<file path="src/rtl/beam_sum_i2s_tx.sv">
// beam_sum_i2s_tx: averages one delayed sample per channel into a delay-and-sum
// beam word and serialises it on an I2S link, repeating the word in both halves.
module beam_sum_i2s_tx #(
    parameter int NUMBER_OF_BITS = 8,
    parameter int NUM_CHANNELS   = 2,
    parameter int WS_HALF_PERIOD = 16
) (
    input  logic                                   clk,
    input  logic                                   reset,
    input  logic [NUM_CHANNELS*NUMBER_OF_BITS-1:0] sample_in,
    input  logic                                   sample_valid,
    output logic                                   sd_out,
    output logic                                   ws_out,
    output logic                                   overrun,
    output logic                                   underrun
);
    localparam int N     = NUMBER_OF_BITS;
    localparam int LOG2C = $clog2(NUM_CHANNELS);
    localparam int SW    = N + LOG2C;
    localparam int H     = WS_HALF_PERIOD;
    localparam int SLOTS = 2 * H;
    localparam int CW    = $clog2(SLOTS);

    // Sign-extended sum of all channels, floor-divided by the channel count.
    function automatic logic [N-1:0] beam_average(input logic [NUM_CHANNELS*N-1:0] samples);
        logic signed [N-1:0]  chan;
        logic signed [SW-1:0] acc;
        logic signed [SW-1:0] shifted;
        acc = '0;
        for (int k = 0; k < NUM_CHANNELS; k++) begin
            chan = samples[k*N +: N];
            acc  = acc + SW'(chan);
        end
        shifted = acc >>> LOG2C;
        return shifted[N-1:0];
    endfunction

    logic [CW-1:0] slot_r;
    logic [CW-1:0] slot_next_s;
    logic [CW-1:0] pos_next_s;
    logic          wrap_s;
    logic          ws_next_s;
    logic          sd_next_s;
    logic [N-1:0]  word_r;
    logic [N-1:0]  pending_r;
    logic [N-1:0]  avg_s;
    logic [N-1:0]  word_shift_s;
    logic          pending_full_r;
    logic          seen_first_r;

    // Next slot, its half-frame position, and the serial bit that position selects.
    always_comb begin
        slot_next_s = (slot_r == CW'(SLOTS - 1)) ? '0 : slot_r + CW'(1);
        wrap_s      = (slot_next_s == '0);
        ws_next_s   = (slot_next_s >= CW'(H));
        if (ws_next_s) begin
            pos_next_s = slot_next_s - CW'(H);
        end else begin
            pos_next_s = slot_next_s;
        end
        // Position 0 is the I2S one-bit delay; the word is already loaded by then.
        word_shift_s = word_r >> (CW'(N) - pos_next_s);
        if ((pos_next_s >= CW'(1)) && (pos_next_s <= CW'(N))) begin
            sd_next_s = word_shift_s[0];
        end else begin
            sd_next_s = 1'b0;
        end
        avg_s = beam_average(sample_in);
    end

    // Frame timing, sample capture, frame load and sticky status flags.
    always_ff @(posedge clk) begin
        if (reset) begin
            slot_r         <= '0;
            ws_out         <= 1'b0;
            sd_out         <= 1'b0;
            word_r         <= '0;
            pending_r      <= '0;
            pending_full_r <= 1'b0;
            seen_first_r   <= 1'b0;
            overrun        <= 1'b0;
            underrun       <= 1'b0;
        end else begin
            slot_r <= slot_next_s;
            ws_out <= ws_next_s;
            sd_out <= sd_next_s;
            if (wrap_s && pending_full_r) begin
                word_r       <= pending_r;
                seen_first_r <= 1'b1;
            end
            if (wrap_s && !pending_full_r && seen_first_r) begin
                underrun <= 1'b1;
            end
            // A strobe on the load edge refills pending after it was consumed.
            if (sample_valid) begin
                pending_r      <= avg_s;
                pending_full_r <= 1'b1;
                if (pending_full_r && !wrap_s) begin
                    overrun <= 1'b1;
                end
            end else if (wrap_s) begin
                pending_full_r <= 1'b0;
            end
        end
    end
endmodule
</file>
<file path="config.mk">
export PLATFORM = sky130hd
export DESIGN_NAME = beam_sum_i2s_tx
export DESIGN_NICKNAME = d
export VERILOG_FILES = /design/src/rtl/beam_sum_i2s_tx.sv
export SDC_FILE = /design/constraint.sdc
export NUM_CORES = 1
export LEC_CHECK = 0
export ABC_AREA = 1
export BUFFER_PORTS_ARGS = -buffer_cell sky130_fd_sc_hd__buf_2
export CORE_ASPECT_RATIO = 0.8
export CORE_UTILIZATION = 40
export DETAILED_ROUTE_END_ITERATION = 7
export PLACE_DENSITY_LB_ADDON = 0.2
export REMOVE_ABC_BUFFERS = 1
export SYNTH_ARGS = -nofsm -noshare
export SYNTH_HDL_FRONTEND = slang
export SYNTH_SLANG_ARGS = --single-unit
</file>
<file path="constraint.sdc">
create_clock -name clk -period 2.5 [get_ports clk]
set_clock_uncertainty 0.1 [all_clocks]
set_input_delay 0.5 -clock clk [delete_from_list [all_inputs] [get_ports clk]]
set_output_delay 0.5 -clock clk [all_outputs]
set_load 0.02 [all_outputs]
</file>
### After elaboration in Yosys (flattened, before gate mapping)

Cells that the tools add are included.

| cells by class | value |
|---|---|
| add/subtract/negate cells | 4 |
| order comparisons | 3 |
| equal/unequal tests | 1 |
| shift-type cells | 1 |
| mux-type cells | 4 |
| bitwise operators | 1 |
| reductions and logical operators | 11 |

Operators by type and width:

| operator | count |
|---|---|
| 5-bit two-way mux | 2 |
| 8-bit by 8-bit adder with 9-bit output | 1 |
| 8-bit by 5-bit >> shifter with 1-bit output | 1 |
| 5-bit by 1-bit adder with 5-bit output, second input constant | 1 |
| 5-bit equality test, second input constant | 1 |
| 5-bit by 1-bit greater-or-equal comparator with 1-bit output, second input constant | 1 |
| 5-bit greater-or-equal comparator, second input constant | 1 |
| 5-bit by 4-bit less-or-equal comparator with 1-bit output, second input constant | 1 |
| 1-bit logical AND | 5 |
| 5-bit logical NOT | 1 |
| 4-bit by 5-bit subtractor with 5-bit output, first input constant | 1 |
| 5-bit subtractor, second input constant | 1 |
| 1-bit logical NOT | 2 |
| 1-bit two-way mux | 2 |
| 2-bit AND reduction | 1 |
| 2-bit nonzero test | 1 |
| 2-bit OR reduction | 1 |
| 1-bit NOT | 1 |

| storage, ports and cells | value |
|---|---|
| register bits | 27 |
| input bits | 19 |
| output and inout port bits | 4 |
| word-level logic and storage cells | 34 |

### Depth between registers and ports, before layout

| depth | value |
|---|---|
| depth after elaboration | 8 |
| gate-level depth with buffers | 11 |
| mapped depth without buffers | 11 |

### Least setup slack after synthesis

OpenSTA, ideal clock, no wires.

| path | value |
|---|---|
| kind | register -> register |
| start | register slot_r[0] |
| end | register word_r[1] |
| library setup time | 0.116 ns |
| arrival | 1.543 ns |
| required time | 2.284 ns |
| path slack | 0.741 ns |
| stages on the path, launching flop included | 11 |
| buffers on the path | 0 |
| clock period less this slack | 1.759 ns |
| cells stage by stage | dfxtp_1 > ha_1 > nand2_1 > nor2_1 > ha_1 > o21ai_1 > nor2_2 > nand2_2 > nor2_4 > o21ai_0 > nor2_1 |

| on the way | value |
|---|---|
| cells in the longest elaborated chain, start to end | 4 |
| elaborated cells between the ends (all ways) | 5 |
| those cells by class | add/sub (1); eq/ne (1); mux (1); reduce/logical (2) |

Ends and longest elaborated chain:

| element | line | text |
|---|---|---|
| from (decl) | 38 | `logic [CW-1:0] slot_r;` |
| from (signal assigned) | 84 | `slot_r <= slot_next_s;` |
| 5-bit by 1-bit adder with 5-bit output or 5-bit equality test (tied branches) | 53 | `slot_next_s = (slot_r == CW'(SLOTS - 1)) ? '0 : slot_r + CW'(1);` |
| 5-bit two-way mux (*) | 53 |  |
| 5-bit logical NOT (*) | 54 | `wrap_s = (slot_next_s == '0);` |
| 1-bit logical AND (*) | 87 | `if (wrap_s && pending_full_r) begin` |
| to (signal assigned) | 88 | `word_r <= pending_r;` |
| to (decl) | 44 | `logic [N-1:0] word_r;` |

Mark *: on every way between the ends. The rest lies on a longest branch, timed or not.
A chain may end at the register's enable or synchronous reset.

### Final worst setup path

Ends and elaborated chain as after synthesis.

==> impl_metrics.yaml <==
outcome:
  status: "finished clean"
floorplanning:
  start_util_pct: 42.3
  io_pins: 23
  die_x_microns: 69.7
  rows: 19
  die_y_microns: 56.2
  coreArea_sq_um: 3470
  die-area_sq_um: 3920
sta:
  max_slew.worst_pin.slew_ns: 0.347
  rsz0062_at_grt: "false"
  fmax_mhz: 489
  setup_tns_ns: 0
  report.final.hold_viol_count: 0
  slew_headroom_pct: 76.8
  finalCritPeriodShare_pct: 81.8
  fin_hold_ws_ns: 0.350
  min_period_ns: 2.04
  setup_viol: 0
  drv_slew: 0
logic_synthesis:
  ys_top_cells_by_area: "dfxtp_1 (35%), nand2_1 (13%), nor2_1 (10%)"
  ys_warn_count: 0
  seq_area_frac_synth_pct: 35.5
  synthCells: 222
  synth_compound_area_share_pct: 8.18
  ys_types: 23
  synth_area_sq_um: 1470
  synthAdderAreaFrac_pct: 9.89
  synth_mux_area_share_pct: 0
  synth_area_per_cell_sq_um: 6.61
  ys_seq_elements: 26
  synth_top_family_by_area: "simple AND/OR/NAND/NOR gates"
  synthXorXnorAreaFrac_pct: 1.19
  synth.top_cell.area_share_pct: 35.5
  synth-simple-area-share_pct: 35.7
  synth_top_cell_by_area: "dfxtp_1"
global_route:
  grt_pass1_wl_microns: 4740
  grt_max_degree: 17
  grt_pass1_vias: 1086
  track_usage_pct: 15.1
  antenna_found_initial: 0
  grt_overflow_total: 0
setup_path:
  startpoint: "slot_r[0]"
  crit_fanout: 9
  r2r-start: "slot_r[0]"
  critPathKind: "reg -> reg"
  path_cells: "ha_1, nand2_1, nor2_1, ha_1, o21ai_1, nor2_2, nand2_2, nor2_4, o21ai_0, nor2_1"
  slowest_delay_ns: 0.42
  cp.arrival_ns: 2.15
  worstPathRequired_ns: 2.61
  start_kind: "flop"
  cp_slowest_cell: "dfxtp_1"
  end_kind: "flop"
clock_tree:
  cts_setup_buffers: 0
  cts.sinks: 26
  clkTransAtPathRegs_ns: 0.08
  tritoncts: "yes"
  cts_resized: 0
  htree_levels: 1
  clk_path_buf_depth: 2
  cts_hold_buf: 0
  cts_root_buffer: "clkbuf_8"
  clock_latency_ns: 0.27
  cts_inserted_buffers: 3
pwr:
  p_leak_nw: 0.914
  ir_drop_v: 0.000394
  powerDensity_nw_per_um2: 521
cells_and_area:
  final_cell_mix: "nand2_1 (52), nor2_1 (41), inv_1 (32), dfxtp_1 (26), buf_2 (22)"
  drive_gt1_share_pct: 13.5
  antenna_cells: 0
  num-nets-final: 275
  area_growth_pct: 13.7
  layout_commonest_cell: "nand2_1"
routing:
  postRouteAntennaNets: 0
  avgRoutedWirePerCell_microns: 9.49
  route.detailed.drc: 0
  drt_pass1_iterations: 4
  viasPerCell: 4.69
  drt-total-wl_microns: 2720
  drt-initial-drc-count: 70
  vias: 1341
worst_hold_path:
  min_from: "underrun"
  hp-class: "reg -> reg"
placement:
  place_congestion: 0.925
  dp_hpwl_microns: 2120
  io_buffers: 22
flow_run:
  cap_violations: 0
[where the power goes]
part	leakage, nW	switching (mW)	total [mW]	internal (mW)
Clock	0.0288	0.125	0.265	0.141
Combinational	0.672	0.0957	0.158	0.0627
Sequential	0.213	0.0133	0.446	0.433
[path summary, 6_finish.rpt]
| path | endpoint | slack (ns) | cells past startpoint |
|---|---|---|---|
| max | word_r[1] | 0.46 | 10 |
| min | underrun | 0.35 | 2 |
| max reg2reg | word_r[1] | 0.46 | 10 |
| min reg2reg | underrun | 0.35 | 2 |
[flip-flops by register name, indices dropped and copies added (netlist names)]
signal,flops
sd_out,1
seen_first_r,1
pending_full_r,1
pending_r,8
overrun,1
slot_r,4
underrun,1
ws_out,1
word_r,8
[layer usage]
metal,share of wire (%),track usage [%],vias up
met4,0.37,2.57,0
li1,-,-,739
met3,5.7,4.35,2
met2,39,21.1,27
met5,0,0,-
met1,55,23.0,573
[cell usage after synthesis (all sizes together)]
cell	n
clkbuf	4
xor2	2
fa	1
ha	10
a21oi	8
inv	33
o21ai	13
nand3	21
o21a	2
dfxtp	26
nand4	3
nor3	1
nor2	43
nand2	54
or2	1
[metrics by stage]
| stage | utilization (%) | worst slack, ns | instance area [sq um] | total power [mW] | instances |
|---|---|---|---|---|---|
| finish | 48.1 | 0.456 | 1670 | 0.869 | 286 |
| global route | 48.1 | 0.208 | 1670 | 0.931 | 286 |
| CTS | 48.1 | 0.459 | 1670 | 0.882 | 286 |
| detailed placement | 46.5 | 0.485 | 1610 | 0.614 | 282 |
| global placement | 46.5 | 0.559 | 1610 | 0.614 | 282 |
| floorplan | - | 0.741 | 1450 | 0.566 | 218 |
[worst max-delay path: cells and delay by family (launching register included)]
family                     cells  cell delay (ns)
DFF                            1             0.42
adders and majority gates      2             0.49
AOI/OAI and AO/OA              2             0.27
and+or+nand+nor                6             0.71
[cell families (layout without fill, tap and decap cells)]
kind of cell	after synthesis	count (layout)
AOI/OAI and AO/OA	23	23
DFF	26	26
buffers and inverters	37	59
adders and majority gates	11	11
xor gates and xnor gates	2	2
and+or+nand+nor	123	123
[final cells by class]
class	instances	area, sq um
inverter	33	124
multi-input combinational	159	807
fill	362	1800
sequential	26	520
timing repair buffer	22	110
clock buffer	4	55.1
tap	42	52.6
(Power assumes the default switching activity.)
